--- src/rtl/led_rgb_pkg.sv ---
// Shared definitions for the LED RGB AXI4-Lite register block and the
// fabric-side master that drives it.
//   state_t        : master FSM states
//   RESP_*         : AXI BRESP/RRESP encodings
//   LED_REG_*      : byte offsets of the LED RGB slave registers
package led_rgb_pkg;

    typedef enum logic [2:0] {
        ST_IDLE,
        ST_WR_AW_W,
        ST_WR_B,
        ST_RD_AR,
        ST_RD_R,
        ST_RSP
    } state_t;

    localparam logic [1:0] RESP_OKAY   = 2'b00;
    localparam logic [1:0] RESP_EXOKAY = 2'b01;
    localparam logic [1:0] RESP_SLVERR = 2'b10;
    localparam logic [1:0] RESP_DECERR = 2'b11;

    // All writes are full-word.
    localparam logic [3:0] WSTRB_ALL = 4'hF;

    // LED RGB slave register map (byte offsets).
    localparam logic [4:0] LED_REG_DURATION = 5'h00;
    localparam logic [4:0] LED_REG_RED      = 5'h04;
    localparam logic [4:0] LED_REG_GREEN    = 5'h08;
    localparam logic [4:0] LED_REG_BLUE     = 5'h0C;
    localparam logic [4:0] LED_REG_STATUS   = 5'h10;

endpackage

--- src/rtl/axil_led_rgb_master.sv ---
// Single-outstanding AXI4-Lite initiator. A cmd valid/ready request becomes
// exactly one AXI-Lite write (AW+W then B) or read (AR then R); the result is
// returned on a rsp valid/ready channel that is held until consumed.
// Ports:
//   aclk, aresetn                 clock, async active-low reset
//   cmd_valid/ready/write/addr/wdata   request channel
//   rsp_valid/ready/rdata/resp         response channel (rdata 0 for writes)
//   aw*, w*, b*, ar*, r*               AXI4-Lite master interface
module axil_led_rgb_master
    import led_rgb_pkg::*;
#(
    parameter int ADDR_WIDTH = 5
) (
    input  logic                  aclk,
    input  logic                  aresetn,

    input  logic                  cmd_valid,
    output logic                  cmd_ready,
    input  logic                  cmd_write,
    input  logic [ADDR_WIDTH-1:0] cmd_addr,
    input  logic [31:0]           cmd_wdata,

    output logic                  rsp_valid,
    input  logic                  rsp_ready,
    output logic [31:0]           rsp_rdata,
    output logic [1:0]            rsp_resp,

    output logic [ADDR_WIDTH-1:0] awaddr,
    output logic                  awvalid,
    input  logic                  awready,
    output logic [31:0]           wdata,
    output logic [3:0]            wstrb,
    output logic                  wvalid,
    input  logic                  wready,
    input  logic [1:0]            bresp,
    input  logic                  bvalid,
    output logic                  bready,

    output logic [ADDR_WIDTH-1:0] araddr,
    output logic                  arvalid,
    input  logic                  arready,
    input  logic [31:0]           rdata,
    input  logic [1:0]            rresp,
    input  logic                  rvalid,
    output logic                  rready
);

    state_t state, state_nxt;
    logic   cmd_accept;

    assign cmd_ready  = (state == ST_IDLE);
    assign bready     = (state == ST_WR_B);
    assign rready     = (state == ST_RD_R);
    assign rsp_valid  = (state == ST_RSP);
    assign wstrb      = WSTRB_ALL;
    assign cmd_accept = cmd_valid && cmd_ready;

    always_ff @(posedge aclk or negedge aresetn) begin
        if (!aresetn) state <= ST_IDLE;
        else          state <= state_nxt;
    end

    always_comb begin
        state_nxt = state;
        case (state)
            ST_IDLE:    if (cmd_valid) state_nxt = cmd_write ? ST_WR_AW_W : ST_RD_AR;
            // A channel counts as done once its valid has dropped or is
            // handshaking this cycle; leave only when both are done.
            ST_WR_AW_W: if ((!awvalid || awready) && (!wvalid || wready))
                            state_nxt = ST_WR_B;
            ST_WR_B:    if (bvalid)    state_nxt = ST_RSP;
            ST_RD_AR:   if (arready)   state_nxt = ST_RD_R;
            ST_RD_R:    if (rvalid)    state_nxt = ST_RSP;
            ST_RSP:     if (rsp_ready) state_nxt = ST_IDLE;
            default:                   state_nxt = ST_IDLE;
        endcase
    end

    always_ff @(posedge aclk or negedge aresetn) begin
        if (!aresetn) begin
            awaddr    <= '0;
            wdata     <= '0;
            araddr    <= '0;
            awvalid   <= 1'b0;
            wvalid    <= 1'b0;
            arvalid   <= 1'b0;
            rsp_rdata <= '0;
            rsp_resp  <= '0;
        end else begin
            if (cmd_accept) begin
                if (cmd_write) begin
                    awaddr  <= cmd_addr;
                    wdata   <= cmd_wdata;
                    awvalid <= 1'b1;
                    wvalid  <= 1'b1;
                end else begin
                    araddr  <= cmd_addr;
                    arvalid <= 1'b1;
                end
            end
            // AW and W retire independently; once low they stay low.
            if (state == ST_WR_AW_W) begin
                if (awready) awvalid <= 1'b0;
                if (wready)  wvalid  <= 1'b0;
            end
            if (state == ST_RD_AR && arready) arvalid <= 1'b0;
            if (state == ST_WR_B && bvalid) begin
                rsp_rdata <= '0;
                rsp_resp  <= bresp;
            end
            if (state == ST_RD_R && rvalid) begin
                rsp_rdata <= rdata;
                rsp_resp  <= rresp;
            end
        end
    end

endmodule
--- config.mk ---
export PLATFORM = sky130hd
export DESIGN_NAME = axil_led_rgb_master
export DESIGN_NICKNAME = d
export VERILOG_FILES = /design/src/rtl/led_rgb_pkg.sv /design/src/rtl/axil_led_rgb_master.sv
export SDC_FILE = /design/constraint.sdc
export NUM_CORES = 1
export LEC_CHECK = 0
export CORE_UTILIZATION = 39
export CTS_CLUSTER_DIAMETER = 60
export DETAILED_ROUTE_END_ITERATION = 10
export PLACE_DENSITY = 0.79
export SYNTH_ARGS = -nofsm -noshare
export SYNTH_HDL_FRONTEND = slang
export SYNTH_SLANG_ARGS = --single-unit
export TNS_END_PERCENT = 100
--- constraint.sdc ---
create_clock -name aclk -period 2.1 [get_ports aclk]
set_input_delay 0.21 -clock aclk [delete_from_list [all_inputs] [get_ports aclk]]
set_output_delay 0.21 -clock aclk [all_outputs]
set_load 0.005 [all_outputs]
==> results.cfg, run 1 <==
[timing]
fin_tns_setup_ns = 0
max_freq_mhz = 501
final.setup.worst_slack_ns = 0.103
fin_skew_ns = 0.00509
hold_viol = 0
period_minus_slack_ns = 2.00
rsz0062_at_grt = no
tightest_slew_ns = 0.553
setup_viol = 0
period_share = 0.951
max-slew-margin-rel = 0.631
slew_violations = 0

[route]
drtPass1Iterations = 4
drtIter0Drc = 46
wl_per_cell_um = 16.1
drc_errors = 0
antenna_left = 0
vias = 2431
routed_wl_mm = 7.95
vias_per_cell = 4.92

[floorplan]
start_util = 0.413
pin_count = 170
core_um2 = 7890
rows = 32
die_w_um = 93.4
die_y_um = 93.4
die_area_um2 = 8720

[power_and_ir_drop]
clkPwrFrac = 0.173
ir_drop_v = 0.000677
p_seq_frac = 0.383
powerDensity_nw_per_um2 = 1400
internal_power_uw = 5330
pwr-share-comb = 0.445
switching_share = 0.276
power.switching_uw = 2030
fin_total_pwr_uw = 7360
leakage_uw = 0.00225

[place]
pre_cts_ws_ns = 0.364
place_congestion = 0.686
dpl_cell_area_um2 = 5020
hpwlAfterDp_mm = 5.79
portBuffers = 165

[clock_tree]
hold_buffers = 1
cts_resized = 0
cts-buffers-inserted = 9
clock_sinks = 82
cts_root_buf = clkbuf_8
cts_buffer_depth = 2
cts_tree = done
insertion_delay_ns = 0.34
path_clk_slew_ns = 0.08
post_cts_buffers = 0
htreeDepth = 3

[yosys]
synth.top_cells.by_area = dfrtp_1 (63%), mux2_2 (12%), a22o_1 (8.6%)
synthesis.area_um2 = 3260
yosys_warnings = 0
avgSynthCellArea_um2 = 15.0
synth-seq-cells = 82
ys_seq_area_frac = 0.630
synth.distinct_cells = 31
netlist_instances = 217
yosys.area.top_type = dfrtp_1
yosys.area.top_type_share = 0.630

[worst_setup_path]
arrival_ns = 1.79
critPathMaxFanout = 14
critPathKind = register to output port
worstSetupEndpointType = output port
required_ns = 1.89
startpoint_type = register

[layout]
syn_to_final_growth_pct = 61.4
regArea_um2 = 2050
postLayoutCellArea_um2 = 5260
layout-drive-gt1-share = 0.181
multi_input_area_um2 = 1100
fillers = 593
diodes = 0
final_core_util = 0.667
nets = 470

[hold_path]
hp-class = input port to async pin

[global_routing]
grtUsageTotal = 0.186
grt_pass1_wl_mm = 12.3
antenna_found_initial = 0
grt_start_max_net_pins = 44
overflow = 0
grt_pass1_vias = 2468

[flow_run]
cap_violations = 0

[outcome]
status = finished clean
## power groups by stage
| stage | Sequential, uW | Combinational [uW] | Clock, uW |
|---|---|---|---|
| global route | 2930 | 3510 | 1370 |
| finish | 2820 | 3270 | 1270 |
| global placement | 2830 | 3240 | 0 |
| CTS | 2830 | 3320 | 1300 |
| detailed placement | 2830 | 3320 | 0 |
| floorplan | 2860 | 1210 | 0 |
## cell type report
cell class | count | area share
clock inverter | 6 | 0.0171
timing repair buffer | 174 | 0.332
inverter | 1 | 0.000714
multi-input combinational | 119 | 0.210
tap | 102 | 0.0243
sequential | 82 | 0.390
clock buffer | 10 | 0.0262
## Yosys cell counts
| library cell | number |
|---|---|
| mux2i_1 | 4 |
| nor2_1 | 4 |
| nor3_4 | 1 |
| buf_2 | 9 |
| a21o_1 | 2 |
| o22a_1 | 1 |
| a22o_1 | 32 |
| nand2_1 | 4 |
| buf_6 | 1 |
| clkbuf_1 | 1 |
| nor4bb_1 | 1 |
| nor3_1 | 1 |
| buf_4 | 6 |
| and4bb_2 | 1 |
| a31oi_1 | 2 |
| o21ai_0 | 5 |
| a21oi_1 | 1 |
| conb_1 | 1 |
| dfrtp_1 | 82 |
| mux2_4 | 8 |
| buf_12 | 1 |
| nand3b_1 | 2 |
| inv_1 | 1 |
| nand2b_1 | 2 |
| o311a_1 | 1 |
| nor2b_1 | 4 |
| and3_4 | 1 |
| mux2_2 | 34 |
| a2bb2oi_1 | 2 |
| o41ai_1 | 1 |
| nor4b_1 | 1 |
## layer usage
layer  share of wire  up-vias  global-route usage
met5               0        -                   0
li1                -     1135                   -
met2            0.48      120               0.303
met3            0.10        6              0.0650
met4          0.0086        0              0.0551
met1            0.41     1170               0.233
## path summary, 6_finish.rpt
kind	startpoint	to	slack, ns	cells after the start
max	state[1]	rsp_valid	0.10	4
min	aresetn	wdata[30]	0.40	2
max reg2reg	state[2]	wdata[1]	0.39	4
min reg2reg	rsp_rdata[14]	rsp_rdata[14]	0.50	1
max in group asynchronous	aresetn	awaddr[2]	1.09	3
min in group aclk	rresp[1]	rsp_resp[1]	0.43	3
## state kept, by name (all words and copies together) (netlist names)
register and count:
wvalid 1, araddr 5, rsp_rdata 32, wdata 32, rsp_resp 2, arvalid 1, awvalid 1, state 3
awaddr 5
## placed cells by master, fill, tap and decap left out
cell type          n
a2bb2oi_1          2
buf_12             2
dfrtp_1           82
clkinvlp_4         1
clkbuf_8          10
mux2_2            34
o21ai_0            5
clkinv_2           1
nor4bb_4           1
bufinv_16          2
a31oi_1            2
dlygate4sd3_1      1
buf_4              7
nor3_4             1
o311a_1            1
and4bb_2           1
nand3b_1           2
a21oi_1            1
nand2_1            4
nor2_1             4
nor2b_1            4
mux2_4             8
o22a_1             1
mux2i_1            4
clkdlybuf4s50_1  164
clkinv_4           2
conb_1             4
nor3_1             1
o41ai_1            1
nand2b_1           2
inv_1              1
a21o_1             2
and3_4             1
a22o_1            32
nor4b_1            1
## worst max-delay path, cell delays in order, from the launching register on
cell and delay [ns]:
dfrtp_1 0.41, buf_4 0.20, nand2b_1 0.19, nor2_1 0.13, clkdlybuf4s50_1 0.51
## cell families after synthesis
family | share of synthesized area
multiplexers | 0.167
AO/OA/AOI/OAI | 0.118
AND/OR/NAND/NOR | 0.0449
flip-flops | 0.630
other | 0.00115
buffers and inverters | 0.0396
## metrics by stage
step / instances / hold WS [ns]
after CTS: 494 / 0.415
final: 494 / 0.400
after floorplan: 220 / -0.0856
after detailed placement: 477 / 0.240
after global placement: 477 / 0.221
after global routing: 494 / 0.430
(Power assumes the default switching activity.)
==> inputs of run 2 (changes only) <==
--- a/config.mk
+++ b/config.mk
@@ -5,10 +5,12 @@
 export SDC_FILE = /design/constraint.sdc
 export NUM_CORES = 1
 export LEC_CHECK = 0
-export CORE_UTILIZATION = 39
+export CELL_PAD_IN_SITES_DETAIL_PLACEMENT = 1
+export CELL_PAD_IN_SITES_GLOBAL_PLACEMENT = 2
+export CORE_UTILIZATION = 25
 export CTS_CLUSTER_DIAMETER = 60
 export DETAILED_ROUTE_END_ITERATION = 10
-export PLACE_DENSITY = 0.79
+export PLACE_DENSITY_LB_ADDON = 0.1
 export SYNTH_ARGS = -nofsm -noshare
 export SYNTH_HDL_FRONTEND = slang
 export SYNTH_SLANG_ARGS = --single-unit
==> results.cfg, run 2 (synthesis results as in run 1) <==
[power_and_ir_drop]
p_seq_frac = 0.369
powerDensity_nw_per_um2 = 1410
leakage_uw = 0.00228
switching_share = 0.277
clkPwrFrac = 0.196
internal_power_uw = 5500
ir_drop_v = 0.000386
pwr-share-comb = 0.434
power.switching_uw = 2110

[timing]
max_freq_mhz = 508
slew_violations = 0
fin_skew_ns = 0.00485
rsz0062_at_grt = no
hold_viol = 0
fin_tns_setup_ns = 0
period_minus_slack_ns = 1.97
setup_viol = 0
period_share = 0.937
final.setup.worst_slack_ns = 0.132

[worst_setup_path]
regToRegStartpoint = state[1]
r2r_setup_slack_ns = 0.42
reg2reg_to = wdata[27]
startpoint_type = register
critPathMaxFanout = 14
worstSetupEndpointType = output port
ff2ff_path_depth = 4
arrival_ns = 1.76
required_ns = 1.89
critPathKind = register to output port
worstSetupStartpoint = state[1]

[layout]
nets = 469
syn_to_final_growth_pct = 66.0
layout-drive-gt1-share = 0.176
reg_top3 = rsp_rdata x32, wdata x32
diodes = 0
stdcell_count = 563
mostFrequentLayoutCell = clkdlybuf4s50_1
fillers = 1375
layout_common_cells = clkdlybuf4s50_1 (164), dfrtp_1 (82), mux2_2 (34), a22o_1 (32), clkbuf_16 (9)

[flow_run]
cap_violations = 0

[hold_path]
hp-class = input port to async pin

[global_routing]
grt_pass1_vias = 2508
grt_pass1_wl_mm = 13.5
grt_start_max_net_pins = 49
grtUsageTotal = 0.133
antenna_found_initial = 0
overflow = 0

[clock_tree]
post_cts_buffers = 0
clock_sinks = 82
insertion_delay_ns = 0.33
cts_buffer_depth = 2
cts_resized = 0
path_clk_slew_ns = 0.06
cts_root_buf = clkbuf_16
cts_tree = done
cts-buffers-inserted = 9
htreeDepth = 3
hold_buffers = 1

[floorplan]
die_w_um = 116
start_util = 0.257
pin_count = 170
die_area_um2 = 13500
die_y_um = 116
core_um2 = 12700
rows = 41

[place]
hpwlAfterDp_mm = 6.16
placedCellCount = 546
place_congestion = 0.697
pre_cts_ws_ns = 0.361
portBuffers = 165

[outcome]
status = finished clean

[route]
drtPass1Iterations = 4
drtIter0Drc = 101
wl_per_cell_um = 15.5
routed_wl_mm = 8.72
antenna_left = 0
vias = 2436
vias_per_cell = 4.33
drc_errors = 0
## run 2: power groups by stage
stage	sequential, uW	clock (uW)	combinational, uW
2_1_floorplan	2860	0	1210
3_3_place_gp	2820	0	3320
3_5_place_dp	2820	0	3370
4_1_cts	2830	1560	3370
5_1_grt	2930	1630	3580
6_report	2810	1490	3300
## run 2: stage by stage
stage          cell area [um^2]  hold slack (ns)  power, uW   util
4_1_cts                    5410            0.396       7750  0.427
3_3_place_gp               5110            0.203       6130  0.403
6_report                   5410            0.380       7610  0.427
3_5_place_dp               5110            0.216       6190  0.403
5_1_grt                    5410            0.414       8130  0.427
2_1_floorplan              3270          -0.0856       4080      -
## run 2: worst max-delay path by stage
stage	end
after floorplan	wdata[17]
after global placement	wdata[1]
after detailed placement	wdata[27]
after CTS	rsp_valid
after global routing	rready
final	rready
## run 2: layout make-up
type / instances / area, um^2 / share of cell area
sequential: 82 / 2050 / 0.380
multi-input combinational: 119 / 1100 / 0.204
clock inverter: 4 / 26.3 / 0.00486
timing repair buffer: 173 / 1750 / 0.324
inverter: 1 / 3.75 / 0.000694
tap: 172 / 215 / 0.0398
clock buffer: 12 / 256 / 0.0475
## run 2: worst max-delay path: stages (launching register included)
cell             delay [ns]
dfrtp_1                0.41
buf_4                  0.20
nand2b_1               0.20
nor2_1                 0.10
clkdlybuf4s50_1        0.51
## run 2: metal layers
metal  part of all wire  GRT usage  wire length [um]  vias up
li1                   -          -                 -     1122
met1               0.45      0.173              3920     1192
met4              0.013     0.0513               116        0
met5                  0          0                 0        -
met2               0.43      0.194              3780      113
met3               0.10     0.0602               906        9
==> variant 1 (flow settings as in run 1) <==
Make the reset (`aresetn`) synchronous in 2 clocked blocks. Comments in the files are not updated.
--- a/src/rtl/axil_led_rgb_master.sv
+++ b/src/rtl/axil_led_rgb_master.sv
@@ -56,5 +56,5 @@
     assign cmd_accept = cmd_valid && cmd_ready;
 
-    always_ff @(posedge aclk or negedge aresetn) begin
+    always_ff @(posedge aclk) begin
         if (!aresetn) state <= ST_IDLE;
         else          state <= state_nxt;
@@ -77,5 +77,5 @@
     end
 
-    always_ff @(posedge aclk or negedge aresetn) begin
+    always_ff @(posedge aclk) begin
         if (!aresetn) begin
             awaddr    <= '0;
Behaviour: differs if aresetn is asserted again (counterexample within 4 cycles, from zero or initial values and one cycle with aresetn low); with aresetn held inactive, the same outputs for 10 cycles.
==> variant 1 against run 1 <==
  * Cell area decreased by 5.3%
  * Via count is 26% higher
  * Critical path depth unchanged
  * Sequential cell count did not move
  * Synthesized cell count up 62%
  * Worst setup slack gained 0.11 ns
  * Worst hold slack better by 0.0060 ns
  * Final cell count rose by 24%
  * Count of clock-buffer cells in the layout down 1
  * Wire length grew 6.5%
  * Synthesized area is 3.8% lower
Power is not compared: it rests on default switching activity, and its combinational part moved more than twofold at a synthesized area within 25%.
==> variant 1: results (changes against run 1) <==
Drt
  – Final WL: 8.46 mm (+6.5%)
  – DR iter-0 viols: 84 (+83%)
  – DR vias: 3053 (+26%)
  – Initial DRT Pass Iterations: 4 (unchanged)

Yosys
  – Synth Area in Adders: 0% (unchanged)
  – Synth area leaders: dfxtp_1, nand2_1, a22oi_1, a21oi_1, nor2_1
  – Yosys warnings: 0 (unchanged)
  – Mux contribution to synthesized area: 2.56% (-14 points)
  – Post-Synth XOR/XNOR Area: 0% (unchanged)
  – FFs w/ async S/R, synth: 0% (-100 points)
  – Synth cell types: 34 (+9.7%)
  – Post-synthesis compound-gate area fraction: 18.4% (+6.6 points)
  – Commonest cells in the netlist: dfxtp_1, nand2_1, nor2_1
  – Seq/Total Area, Yosys: 52.4% (-11 points)

CTS
  – Num CTS Buffers: 9 (unchanged)
  – Clk buf depth: 2 (unchanged)
  – Worst skew pair latency: 0.34 ns (about the same)
  – Reg clk slew, reported paths: ~0.09 ns
  – H-tree depth: 3 (unchanged)
  – CTS Root Cell: clkbuf_8

GRT
  – Largest net degree at the start of global routing: 40 (-9.1%)
  – Initial antenna violation count: 0 (unchanged)
  – First-pass GRT wire length: 13.5 mm (+9.3%)
  – Tot GR Track Use: 20.1% (+1.5 points)
  – Vias in the first global route: 2814 (+14%)

Layout
  – Filler instances: 668 (+13%)
  – Top Registers: rsp_rdata x32, wdata x32
  – Antenna cells: 0 (unchanged)
  – Area of the multi-input gates: 1290 sq um (+17%)
  – Layout cells sized above 1: 8.06% (-10 points)
  – Nets: 587 (+25%)

Power and ir drop
  – Leak: ~1.7 nW
  – VDD IR-drop max: between 0.5 and 0.6 mV

Run status
  – Status: completed

Worst setup path
  – WP data arrival: 1.67 ns (-0.12 ns)
  – CP Max Fanout: 11 (-3)

Placed design
  – DP HPWL: 5.98 mm (+3.4%)
  – Post-DP Area: 4800 sq um (-4.4%)
  – GPL Wtd Cong: 0.749 (+9.1%)
  – IO Port Bufs: 165 (unchanged)

Timing
  – Clock Skew: 0.0108 ns (+0.00575 ns)
  – Slew Limit Headroom: 51.2% (-12 points)
  – Tmin final: 1.88 ns (-0.113 ns)

Min path
  – Hold Crit Class: input pin to flop
## variant 1: cell types whose count changed after synthesis, moves of 9 or more
| cell | delta |
|---|---|
| a21oi_1 | +34 |
| a21oi_2 | +10 |
| a22o_1 | -32 |
| a22oi_1 | +32 |
| clkbuf_1 | +9 |
| dfrtp_1 | -82 |
| dfxtp_1 | +82 |
| mux2_2 | -34 |
| nand2_1 | +74 |
| nor2_1 | +41 |
## variant 1: path summary, 6_finish.rpt
path | startpoint | end | slack (ns) | cells past startpoint
setup / recovery | state[1] | bready | 0.22 | 4
hold / removal | cmd_wdata[18] | wdata[18] | 0.41 | 3
setup reg to reg | state[2] | wdata[22] | 0.34 | 4
hold reg to reg | wdata[0] | wdata[0] | 0.46 | 2
## variant 1: metrics by stage
step	worst slack, ns	std cells
finish	0.216	611
global route	0.112	611
CTS	0.0286	611
detailed placement	0.224	595
global placement	0.302	595
floorplan	0.770	354
## variant 1: cells by family (layout without fill, tap and decap cells)
logic type	Yosys count	count (layout)
buffers and inverters	33	188
flip-flops	82	82
other	1	4
multiplexers	8	8
AO/OA/AOI/OAI	87	87
AND/OR/NAND/NOR	140	140
## variant 1: layout make-up
class | instances | share of cell area [%]
Tap cell | 102 | 2.56
Timing Repair Buffer | 170 | 34.7
Clock inverter | 7 | 1.08
Clock buffer | 9 | 2.49
Multi-Input combinational cell | 239 | 26.0
Sequential cell | 82 | 33.0
Inverter | 2 | 0.151
## variant 1: power by group
group          internal, mW  leakage (nW)  switching (mW)  total, mW
combinational         0.711         0.994           0.559       1.27
sequential             1.73         0.666           0.159       1.89
clock                 0.437        0.0822           0.584       1.02
## variant 1: routing by layer
layer | global-route usage [%] | vias to the layer above | part of all wire (%)
li1 | - | 1486 | -
met1 | 24.3 | 1430 | 42
met2 | 33.2 | 128 | 47
met3 | 6.63 | 9 | 9.8
met4 | 7.14 | 0 | 0.98
met5 | 0 | - | 0
## variant 1: repair_timing
action                     in CTS  in global routing
hold buffers                    0                  0
setup buffers                   0                  0
resized for setup               0                  3
setup endpoints to repair       0                  3
## variant 1: critical path: stages, from the launching register on
cell and delay (ns):
dfxtp_2 0.46, buf_4 0.18, nand2b_1 0.09, nor2_1 0.09, clkdlybuf4s50_1 0.50
==> variant 2 (settings of run 1) <==
Made on the original files. The parameter `ADDR_WIDTH` goes from 5 to 4.
--- a/src/rtl/axil_led_rgb_master.sv
+++ b/src/rtl/axil_led_rgb_master.sv
@@ -10,5 +10,5 @@
     import led_rgb_pkg::*;
 #(
-    parameter int ADDR_WIDTH = 5
+    parameter int ADDR_WIDTH = 4
 ) (
     input  logic                  aclk,
Ports: changed (resized araddr, awaddr and cmd_addr); port bits go from 170 to 167. The function was not compared with the original's and may differ.
==> variant 2 against run 1 <==
  * Clock skew rose by 0.0058 ns
  * Largest cell class unchanged
  * Synthesized area rose by 1.1%
  * Wire length fell by 4.5%
  * Final cell count fell by 0.61%
  * Clock power fell by 21%
  * Worst setup slack improved by 0.019 ns
  * Critical path type unchanged
  * Critical path depth fell by 1
  * Count of clock-buffer cells in the layout rose by 1
  * Power fell by 3.3%
  * Sequential cell count fell by 2
  * Cell area fell by 1.2%
==> variant 2: results (changes against run 1) <==
Yosys
  – Post-Syn Area per Cell: 15.2 sq um (+1.6%)
  – Synth Area in Adders: 0% (unchanged)
  – FFs w/ async S/R, synth: 100% (unchanged)
  – Yosys warnings: 0 (unchanged)
  – Mux contribution to synthesized area: 18.4% (+1.7 points)
  – Post-synthesis compound-gate area fraction: 11.5% (-0.24 points)
  – Synth area leaders: dfrtp_1, mux2_4, a22o_1, mux2_2, buf_2
  – Seq/Total Area, Yosys: 60.8% (-2.2 points)
  – Commonest cells in the netlist: dfrtp_1, a22o_1, mux2_4
  – Synth cell types: 33 (+6.5%)

Worst setup path
  – CP peak stage delay: 0.53 ns (+0.02 ns)
  – Levels on crit path: 3 (-1)
  – CP Max Fanout: 13 (-1)
  – Reg2reg path depth: 3 (-1)
  – WP data arrival: 1.77 ns (-0.02 ns)
  – Delay-heaviest family, CP: flip-flops
  – Crit-path slowest cell: dfrtp_1

CTS
  – Worst skew pair latency: 0.34 ns (about the same)
  – Reg clk slew, reported paths: 0.08 ns (about the same)
  – Hold_buf cts: 1 (unchanged)
  – Clk buf depth: 2 (unchanged)
  – Post CTS Setup Buffer Count: 0 (unchanged)
  – Post-CTS Resized: 0 (unchanged)
  – Num CTS Buffers: 9 (unchanged)

Drt
  – Final WL: 7.60 mm (-4.5%)
  – M1 WL: 3.37 mm (+2.3%)
  – DR vias: 2396 (-1.4%)
  – Met3 WL post-DR: 636 um (-20%)
  – Routed wl met2: 3.50 mm (-8.0%)
  – DR iter-0 viols: 60 (+30%)
  – Initial DRT Pass Iterations: 4 (unchanged)
  – Highest routed layer: met4

GRT
  – Tot GR Track Use: 17.5% (-1.1 points)
  – First-pass GRT wire length: 11.8 mm (-4.7%)
  – Largest net degree at the start of global routing: 44 (unchanged)

Power and ir drop
  – Clock share of power: 14.1% (-3.2 points)
  – Pwr dens: 1370 nW/um^2 (-2.1%)
  – Leak: 2.32 nW (+3.1%)
  – Psw: 2.00 mW (-1.2%)
  – VDD IR-drop max: 0.586 mV (-13%)
  – Comb group: 3.28 mW (about the same)

Placed design
  – IO Port Bufs: 162 (-1.8%)
  – DP HPWL: 5.46 mm (-5.6%)
  – Placed Instances: 471 (-1.3%)
  – Post-DP Area: 4990 sq um (-0.65%)
  – Worst slack, placed: 0.197 ns (-0.168 ns)
  – GPL Wtd Cong: 0.803 (+17%)

Timing
  – Clock Skew: 0.0109 ns (+0.00576 ns)
  – Setup violators final: 0 (unchanged)
  – Slew Limit Headroom: 34.8% (-28 points)

Layout
  – Non-filler cells, final: 491 (-0.61%)
  – Nets: 463 (-1.5%)
  – Layout cells sized above 1: 18.1% (+0.022 points)
  – Top Registers: rsp_rdata x32, wdata x32

Job
  – Max-capacitance violation count: 0 (unchanged)

Run status
  – Status: completed

Min path
  – Hold Crit Class: input pin to asynchronous set/reset pin
[variant 2: final timing paths]
check | start | endpoint | slack (ns)
max in group asynchronous | aresetn | wdata[8] | 1.14
max reg2reg | state[2] | rsp_rdata[16] | 0.24
min | aresetn | awaddr[3] | 0.37
min in group aclk | rresp[1] | rsp_resp[1] | 0.44
max | state[2] | bready | 0.12
min reg2reg | rsp_rdata[25] | rsp_rdata[25] | 0.50
[variant 2: final cells by class]
cell class	count	area, sq um
Fill cell	637	2980
Sequential cell	80	2000
Timing Repair Buffer	169	1700
Multi-Input combinational cell	119	1180
Clock buffer	11	141
Tap cell	105	131
Clock inverter	5	32.5
Inverter	2	7.51
[variant 2: layer usage]
| metal | GRT usage [%] | up-vias |
|---|---|---|
| li1 | - | 1112 |
| met2 | 27.7 | 113 |
| met5 | 0 | - |
| met3 | 5.66 | 8 |
| met4 | 6.28 | 0 |
| met1 | 22.5 | 1163 |
